$ cat src/rtl/hi_lo_multiply_divide_unit_if.sv
// Issue, direct-write and result signals between decode/execute and the HI/LO
// multiply/divide unit.
interface hi_lo_multiply_divide_unit_if;
  logic        start;
  logic [5:0]  funct;
  logic [31:0] operand_A;
  logic [31:0] operand_B;
  logic        HI_register_write;
  logic        LO_register_write;
  logic [31:0] write_data;
  logic [31:0] HI;
  logic [31:0] LO;
  logic        busy;
  logic        done;

  modport master (
    output start, funct, operand_A, operand_B,
    output HI_register_write, LO_register_write, write_data,
    input  HI, LO, busy, done
  );

  modport slave (
    input  start, funct, operand_A, operand_B,
    input  HI_register_write, LO_register_write, write_data,
    output HI, LO, busy, done
  );
endinterface

$ cat src/rtl/hi_lo_multiply_divide_unit.sv
// HI/LO owner: single-cycle mult/multu, 32-iteration restoring div/divu,
// MTHI/MTLO direct writes, and a registered busy/done pair for hazard logic.
module hi_lo_multiply_divide_unit (
  input  logic                          clk,
  input  logic                          reset,
  hi_lo_multiply_divide_unit_if.slave   bus
);

  localparam logic [5:0] F_MULT  = 6'b011000;
  localparam logic [5:0] F_MULTU = 6'b011001;
  localparam logic [5:0] F_DIV   = 6'b011010;
  localparam logic [5:0] F_DIVU  = 6'b011011;

  typedef enum logic [1:0] {IDLE, MULT, DIV, FIX} state_t;

  state_t      r_state;
  state_t      w_state_next;

  logic [31:0] r_hi;
  logic [31:0] r_lo;
  logic        r_busy;
  logic        r_done;
  logic [4:0]  r_count;
  logic        r_div0;
  logic        r_sign_a;
  logic        r_sign_b;

  // r_a holds the multiplicand, or the dividend shifting out as quotient shifts in
  logic [31:0] r_a;
  logic [31:0] r_b;
  logic [31:0] r_rem;

  logic        w_valid_funct;
  logic        w_is_div;
  logic        w_is_signed;
  logic        w_accept;
  logic [32:0] w_shift;
  logic [32:0] w_trial;
  logic        w_qbit;
  logic [31:0] w_rem_next;
  logic [63:0] w_prod;
  logic [63:0] w_prod_s;
  logic [31:0] w_quot;
  logic [31:0] w_remd;

  function automatic logic [31:0] f_abs32(input logic signed [31:0] v);
    logic signed [31:0] n;
    n = -v;
    return v[31] ? $unsigned(n) : $unsigned(v);
  endfunction

  function automatic logic [31:0] f_neg32(input logic [31:0] v);
    return ~v + 32'd1;
  endfunction

  function automatic logic [63:0] f_neg64(input logic [63:0] v);
    return ~v + 64'd1;
  endfunction

  assign w_valid_funct = (bus.funct == F_MULT) || (bus.funct == F_MULTU) ||
                         (bus.funct == F_DIV)  || (bus.funct == F_DIVU);
  assign w_is_div      = bus.funct[1];
  assign w_is_signed   = ~bus.funct[0];
  assign w_accept      = (r_state == IDLE) && bus.start && w_valid_funct;

  assign w_shift    = {r_rem, r_a[31]};
  assign w_trial    = w_shift - {1'b0, r_b};
  assign w_qbit     = ~w_trial[32];
  assign w_rem_next = w_qbit ? w_trial[31:0] : w_shift[31:0];

  assign w_prod   = {32'd0, r_a} * {32'd0, r_b};
  assign w_prod_s = (r_sign_a ^ r_sign_b) ? f_neg64(w_prod) : w_prod;

  // Truncation toward zero: remainder follows the dividend's sign
  assign w_quot = (r_sign_a ^ r_sign_b) ? f_neg32(r_a) : r_a;
  assign w_remd = r_sign_a ? f_neg32(r_rem) : r_rem;

  always_comb begin
    w_state_next = r_state;
    case (r_state)
      IDLE: begin
        if (w_accept) begin
          if (!w_is_div)                  w_state_next = MULT;
          else if (bus.operand_B == 32'd0) w_state_next = FIX;
          else                             w_state_next = DIV;
        end
      end
      MULT:    w_state_next = IDLE;
      DIV:     if (r_count == 5'd31) w_state_next = FIX;
      FIX:     w_state_next = IDLE;
      default: w_state_next = IDLE;
    endcase
  end

  always_ff @(posedge clk) begin
    if (reset) r_state <= IDLE;
    else       r_state <= w_state_next;
  end

  always_ff @(posedge clk) begin
    if (reset) begin
      r_busy   <= 1'b0;
      r_done   <= 1'b0;
      r_count  <= 5'd0;
      r_div0   <= 1'b0;
      r_sign_a <= 1'b0;
      r_sign_b <= 1'b0;
    end else begin
      r_busy <= (w_state_next != IDLE);
      r_done <= (r_state == MULT) || (r_state == FIX);
      if (w_accept) begin
        r_count  <= 5'd0;
        r_div0   <= w_is_div && (bus.operand_B == 32'd0);
        r_sign_a <= w_is_signed & bus.operand_A[31];
        r_sign_b <= w_is_signed & bus.operand_B[31];
      end else if (r_state == DIV) begin
        r_count <= r_count + 5'd1;
      end
    end
  end

  always_ff @(posedge clk) begin
    if (w_accept) begin
      r_a   <= w_is_signed ? f_abs32($signed(bus.operand_A)) : bus.operand_A;
      r_b   <= w_is_signed ? f_abs32($signed(bus.operand_B)) : bus.operand_B;
      r_rem <= 32'd0;
    end else if (r_state == DIV) begin
      r_rem <= w_rem_next;
      r_a   <= {r_a[30:0], w_qbit};
    end
  end

  // Direct writes only land when idle and no issue competes for the cycle
  always_ff @(posedge clk) begin
    if (reset) begin
      r_hi <= 32'd0;
      r_lo <= 32'd0;
    end else begin
      case (r_state)
        IDLE: begin
          if (!bus.start) begin
            if (bus.HI_register_write) r_hi <= bus.write_data;
            if (bus.LO_register_write) r_lo <= bus.write_data;
          end
        end
        MULT: {r_hi, r_lo} <= w_prod_s;
        FIX: begin
          if (!r_div0) begin
            r_lo <= w_quot;
            r_hi <= w_remd;
          end
        end
        default: ;
      endcase
    end
  end

  assign bus.HI   = r_hi;
  assign bus.LO   = r_lo;
  assign bus.busy = r_busy;
  assign bus.done = r_done;

endmodule

$ cat src/flat_wrapper.sv
// flat-port wrapper written by rule: the top's interface ports become plain ports
module hi_lo_multiply_divide_unit_flat 
  (clk, reset, bus_start, bus_funct, bus_operand_A, bus_operand_B, bus_HI_register_write, bus_LO_register_write, bus_write_data, bus_HI, bus_LO, bus_busy, bus_done);
  hi_lo_multiply_divide_unit_if bus_i ();
  input  logic clk;
  input  logic reset;
  input wire logic [$bits(bus_i.start)-1:0] bus_start;
  input wire logic [$bits(bus_i.funct)-1:0] bus_funct;
  input wire logic [$bits(bus_i.operand_A)-1:0] bus_operand_A;
  input wire logic [$bits(bus_i.operand_B)-1:0] bus_operand_B;
  input wire logic [$bits(bus_i.HI_register_write)-1:0] bus_HI_register_write;
  input wire logic [$bits(bus_i.LO_register_write)-1:0] bus_LO_register_write;
  input wire logic [$bits(bus_i.write_data)-1:0] bus_write_data;
  output wire logic [$bits(bus_i.HI)-1:0] bus_HI;
  output wire logic [$bits(bus_i.LO)-1:0] bus_LO;
  output wire logic [$bits(bus_i.busy)-1:0] bus_busy;
  output wire logic [$bits(bus_i.done)-1:0] bus_done;
  assign bus_i.start = bus_start;
  assign bus_i.funct = bus_funct;
  assign bus_i.operand_A = bus_operand_A;
  assign bus_i.operand_B = bus_operand_B;
  assign bus_i.HI_register_write = bus_HI_register_write;
  assign bus_i.LO_register_write = bus_LO_register_write;
  assign bus_i.write_data = bus_write_data;
  assign bus_HI = bus_i.HI;
  assign bus_LO = bus_i.LO;
  assign bus_busy = bus_i.busy;
  assign bus_done = bus_i.done;
  hi_lo_multiply_divide_unit u_core (.clk(clk), .reset(reset), .bus(bus_i));
endmodule
$ cat config.mk
export PLATFORM = sky130hd
export DESIGN_NAME = hi_lo_multiply_divide_unit_flat
export DESIGN_NICKNAME = d
export VERILOG_FILES = /design/src/rtl/hi_lo_multiply_divide_unit_if.sv /design/src/rtl/hi_lo_multiply_divide_unit.sv /design/src/flat_wrapper.sv
export SDC_FILE = /design/constraint.sdc
export NUM_CORES = 2
export LEC_CHECK = 0
export BUFFER_PORTS_ARGS = -buffer_cell sky130_fd_sc_hd__buf_2
export CAP_MARGIN = 5
export CORE_MARGIN = 2
export CORE_UTILIZATION = 32
export DETAILED_ROUTE_END_ITERATION = 8
export SETUP_SLACK_MARGIN = 0.2
export SYNTH_ARGS = -nofsm -noshare
export SYNTH_HDL_FRONTEND = slang
export SYNTH_SLANG_ARGS = --single-unit
export TNS_END_PERCENT = 5
$ cat constraint.sdc
create_clock -name clk -period 12.9 [get_ports clk]
set_input_delay 2.58 -clock clk [delete_from_list [all_inputs] [get_ports clk]]
set_output_delay 2.58 -clock clk [all_outputs]
set_load 0.005 [all_outputs]
== Yosys cells after proc, flatten, opt, wreduce, memory -nomap -nowiden ==
Cells that the tools add are included.
Storage, ports and cells
  output and inout bits: 66
  bits in latches: 0
  word-level logic and storage cells: 79
  bits in writable memories: 0
  memories kept: 0
  bits of input ports: 107
  bits in registers: 172
  memory bits (read-only): 0
Cells by class
  multiply operators: 1
  divide/modulo/power cells: 0
  bitwise operators: 8
  reductions and logical operators: 16
  muxes and demuxes: 23
  add/subtract/negate cells: 7
  equal/unequal tests: 12
  magnitude comparators: 0
  shifts and indexed selects: 0
Operator list (count)
  32-bit 2-to-1 mux: 15
  32-bit case mux with 3 select lines: 2
  32-bit by 1-bit adder with 32-bit output (second input constant): 2
  64-bit by 1-bit adder with 64-bit output (second input constant): 1
  32-bit by 32-bit multiplier with 64-bit output: 1
  64-bit 2-to-1 mux: 1
  32-bit negator: 2
  32-bit inverter: 2
  64-bit inverter: 1
  33-bit by 32-bit subtractor with 33-bit output: 1
  32-bit zero test: 1
  6-bit by 5-bit equality test with 1-bit output (second input constant): 4
  2-bit != test (second input constant): 4
  4-bit AND reduction: 2
  2-bit 2-to-1 mux: 3
  2-bit case mux with 3 select lines: 1
  5-bit by 1-bit adder with 5-bit output (second input constant): 1
  5-bit equality test (second input constant): 1
  2-bit equality test (second input constant): 2
  1-bit logical OR: 4
  2-bit nonzero test: 2
  2-bit OR reduction: 2
  1-bit logical AND: 3
  3-bit nonzero test: 1
  6 further kinds: 8

== Depth between registers and ports, before layout ==
  depth in word-level cells: 8
  gate-level depth with buffers: 35
  mapped depth without buffers: 31

== Worst setup path before layout ==
OpenSTA, ideal clock, no wires.
  path type: register to register
  start: register u_core.r_a[16]
  end: register u_core.r_hi[26], in the netlist u_core.bus.HI[26]
  buffers on the path: 3
  clock period less this slack: 9.150 ns
  library setup time: 0.119 ns
  data arrival time: 9.030 ns
  required time: 12.781 ns
  path slack: 3.750 ns
  stages on the path, launching flop included: 33
  cell sequence: edfxtp_1 > clkbuf_1 > clkbuf_1 > and2_1 > fa_1 > inv_1 > fa_1 > fa_1 > fa_1 > inv_1 > fa_1 > inv_1 > fa_1 > inv_1 > fa_1 > inv_1 > fa_1 > inv_1 > ha_1 > buf_2 > nand4_1 > nor3_1 > o2111ai_1 > a31o_1 > a21boi_0 > o22ai_1 > or4_1 > or3_4 > or4_4 > or4b_4 > or3_1 > a31oi_1 > a21oi_1
Between the ends
  longest elaborated chain between the ends: 5
Ends and longest elaborated chain
  from (decl): RTL line hi_lo_multiply_divide_unit.sv:29  | logic [31:0] r_a;
  from (signal assigned): RTL line hi_lo_multiply_divide_unit.sv:124  | r_a <= w_is_signed ? f_abs32($signed(bus.operand_A)) : bus.operand_A;
  from (signal assigned): RTL line hi_lo_multiply_divide_unit.sv:129  | r_a <= {r_a[30:0], w_qbit};
  32-bit by 32-bit multiplier with 64-bit output *: RTL line hi_lo_multiply_divide_unit.sv:71  | assign w_prod = {32'd0, r_a} * {32'd0, r_b};
  64-bit inverter: RTL line hi_lo_multiply_divide_unit.sv:57  | return ~v + 64'd1;
  64-bit by 1-bit adder with 64-bit output: RTL line hi_lo_multiply_divide_unit.sv:57
  64-bit 2-to-1 mux *: RTL line hi_lo_multiply_divide_unit.sv:72  | assign w_prod_s = (r_sign_a ^ r_sign_b) ? f_neg64(w_prod) : w_prod;
  32-bit case mux with 3 select lines *: RTL line hi_lo_multiply_divide_unit.sv:139  | case (r_state)
  to (signal assigned): RTL line hi_lo_multiply_divide_unit.sv:142  | if (bus.HI_register_write) r_hi <= bus.write_data;
  to (signal assigned): RTL line hi_lo_multiply_divide_unit.sv:146  | MULT: {r_hi, r_lo} <= w_prod_s;
  to (signal assigned): RTL line hi_lo_multiply_divide_unit.sv:150  | r_hi <= w_remd;
  to (decl): RTL line hi_lo_multiply_divide_unit.sv:19  | logic [31:0] r_hi;
Every way passes the cells marked *; elsewhere a longest branch is shown, timed or not.
A chain may end at the register's enable or synchronous reset.

== Final worst setup path ==
  start: register u_core.r_a[20]
  end: register u_core.r_hi[31], in the netlist u_core.bus.HI[31]
Same word-level chain as after synthesis.

==> metrics.yaml <==
status: "complete, no violations"
fin_nets: 6669
grt_pass1_vias: 38800
fin_crit_sh: 0.851
synth_ff_type: "dfxtp_1"
netlist_area_sq_um: 46500
crit_type: "reg -> reg"
min_period_ps: 10980
core-area_sq_um: 144000
slowest_delay_ps: 850
yosysWarnings: 0
synth_top_cell_area_share: 0.386
yosysSeqAreaShare: 0.0878
io_buffers: 172
synthAdderAreaFrac: 0.467
relSlewSlack: 0.0716
drt_iter0_markers: 2979
multiInputGateArea_sq_um: 37700
crit_top_cell: "fa_1"
die_y_um: 385
final-hold-violation-count: 0
grt.overflow.total: 0
cts_tree: "built"
synth.avg_cell_area_sq_um: 8.59
num_io_pins: 173
hold_path_class: "reg -> reg"
grt_usage: 0.212
drtAntennaViolNets: 0
crit_fanout: 25
numCtsBuffers: 17
regArea_sq_um: 4090
grt_max_degree: 76
die_w_um: 385
clock_path_buffers: 2
cts-root-buf: "clkbuf_16"
critical_path_required_ps: 13280
synth_fp_nets: 6724
gp_congestion: 0.932
drive_gt1_frac: 0.0646
ctsHtreeMaxLevel: 4
clock_latency_ps: 500
vias_per_cell: 5.16
muxShareOfSynthArea: 0.00769
synthArstFlopShare: 0
synth_top_family_by_area: "adder cells"
post_layout_nonfiller_instances: 7280
fmax_mhz: 91.1
powerDensity_nw_per_um2: 270
synth_xor_xnor_area_share: 0.0467
firstDrtPassIters: 6
cap_violations: 0
dp_cells: 7244
tightest_slew_ps: 1390
rows: 139
drc_errors: 0
antenna_found_initial: 6
clkTransAtPathRegs_ps: 80
crit_slowest_cell: "edfxtp_1"
finClkSkew_ps: 18.4
dp_hpwl_mm: 126
rsz0062_at_grt: "false"
maxSlewViolCount: 0
vias: 37500
mostFrequentLayoutCells: "inv_1, fa_1, nand2_1, and2_1, ha_1"
fillers: 15100
peakVddDrop_v: 0.000411
yosys_register_bits: 172
synth.distinct_cells: 88
grt_first_pass_wirelength_mm: 238
area_delta_synth_final_pct: 7.22
final.setup.tns_ps: 0
wire_per_inst_um: 21.3
synth_compound_area_frac: 0.0993
finalSetupViolations: 0
worstSetupEndpointType: "flip-flop"
cp.arrival_ps: 11360
yosys-top-cells-area: "fa_1, ha_1, inv_1"
start_kind: "flip-flop"
start_util: 0.323
synth_largest_area_cell: "fa_1"
dieArea_sq_um: 148000
cts_setup_buffers: 0
clock_sink_count: 172
power.leakage_nw: 23.4
post_cts_resized: 0
synth_simple_gate_area_frac: 0.187
cts_hold_buf: 0
synth_cells: 5417
synth_edf_count: 64
layout_commonest_cell: "inv_1"
routed_wirelength_mm: 155
## sequential cells by signal, summed over array words and instances (netlist names)
register / count
u_core.bus.HI: 32
u_core.bus.LO: 32
u_core.bus.busy: 1
u_core.bus.done: 1
u_core.r_a: 32
u_core.r_b: 32
u_core.r_count: 5
u_core.r_div0: 1
u_core.r_rem: 32
u_core.r_sign_a: 1
u_core.r_sign_b: 1
u_core.r_state: 2
## cell families after synthesis
logic type / count (synthesis)
flip-flops: 172
AND/OR/NAND/NOR: 1764
AO/OA/AOI/OAI: 712
adder cells (fa/ha/maj): 1200
XOR/XNOR: 248
buffers and inverters: 1287
multiplexers: 34
## synth_stat cells (6+ instances only)
| cell type | count |
|---|---|
| a21oi_1 | 172 |
| nand4_1 | 23 |
| mux2i_1 | 29 |
| o41ai_1 | 13 |
| o221ai_1 | 6 |
| ha_1 | 303 |
| dfxtp_1 | 108 |
| o21ai_1 | 13 |
| buf_1 | 25 |
| nor2_1 | 274 |
| xor2_1 | 106 |
| a21boi_0 | 6 |
| nor2b_1 | 33 |
| a221oi_1 | 10 |
| clkbuf_1 | 305 |
| inv_1 | 947 |
| or4_1 | 15 |
| a211oi_1 | 35 |
| a211o_1 | 8 |
| nand3_1 | 47 |
| or3_1 | 26 |
| edfxtp_1 | 64 |
| a311oi_1 | 30 |
| nor4_1 | 20 |
| o31ai_1 | 32 |
| and3_1 | 22 |
| or2_2 | 11 |
| nand2b_1 | 23 |
| nor3b_1 | 9 |
| o21a_1 | 19 |
| fa_1 | 897 |
| a31oi_1 | 33 |
| o21ai_0 | 173 |
| buf_2 | 7 |
| o211ai_1 | 43 |
| xnor2_1 | 142 |
| nor3_1 | 59 |
| and2_1 | 513 |
| a21o_1 | 43 |
| o21bai_1 | 17 |
| nand2_1 | 658 |
## metrics by stage
step                      setup slack, ps  utilization  hold slack (ps)  cell area (sq um)  power, mW
after floorplan                      3750            -              440              46500       8.85
after CTS                            2080        0.346              460              49800       13.3
after global routing                 1410        0.346              491              49900       14.5
final                                1920        0.346              463              49900       13.4
after detailed placement             2110        0.342              449              49200       12.7
after global placement               2110        0.342              446              49200       12.7
## per-layer routing
| metal | vias to the layer above | track usage | routed length, um |
|---|---|---|---|
| li1 | 16800 | - | - |
| met1 | 19200 | 0.276 | 64900 |
| met2 | 1284 | 0.348 | 73200 |
| met3 | 245 | 0.0459 | 11600 |
| met4 | 6 | 0.0692 | 5510 |
| met5 | - | 0 | 41 |
## critical path: cells and delay by family, from the launching register on
family	cells	cell delay, ps
buffers and inverters	6	770
adder cells (fa/ha/maj)	9	4460
AND/OR/NAND/NOR	5	1540
AO/OA/AOI/OAI	7	2930
flip-flops	1	850
XOR/XNOR	1	280
## power breakdown
| part | switching (mW) | internal, mW |
|---|---|---|
| Clock | 0.295 | 0.278 |
| Sequential | 0.0998 | 0.622 |
| Combinational | 7.87 | 4.28 |
## final timing paths
check                                         end  cells after the start  slack, ps             from
worst max-delay path            u_core.bus.HI[31]                     28       1920   u_core.r_a[20]
worst min-delay path              u_core.r_sign_a                      2        460  u_core.r_sign_a
worst max register to register  u_core.bus.HI[31]                     28       1920   u_core.r_a[20]
worst min register to register    u_core.r_sign_a                      2        460  u_core.r_sign_a
## layout make-up
cell class	instances	area share
antenna	2	0.000100
clock inverter	15	0.00341
tap	1903	0.0477
sequential	172	0.0819
multi-input combinational	3958	0.755
inverter	949	0.0714
timing repair buffer	264	0.0316
clock buffer	17	0.00853
No activity file was read; power rests on OpenSTA's default activity.
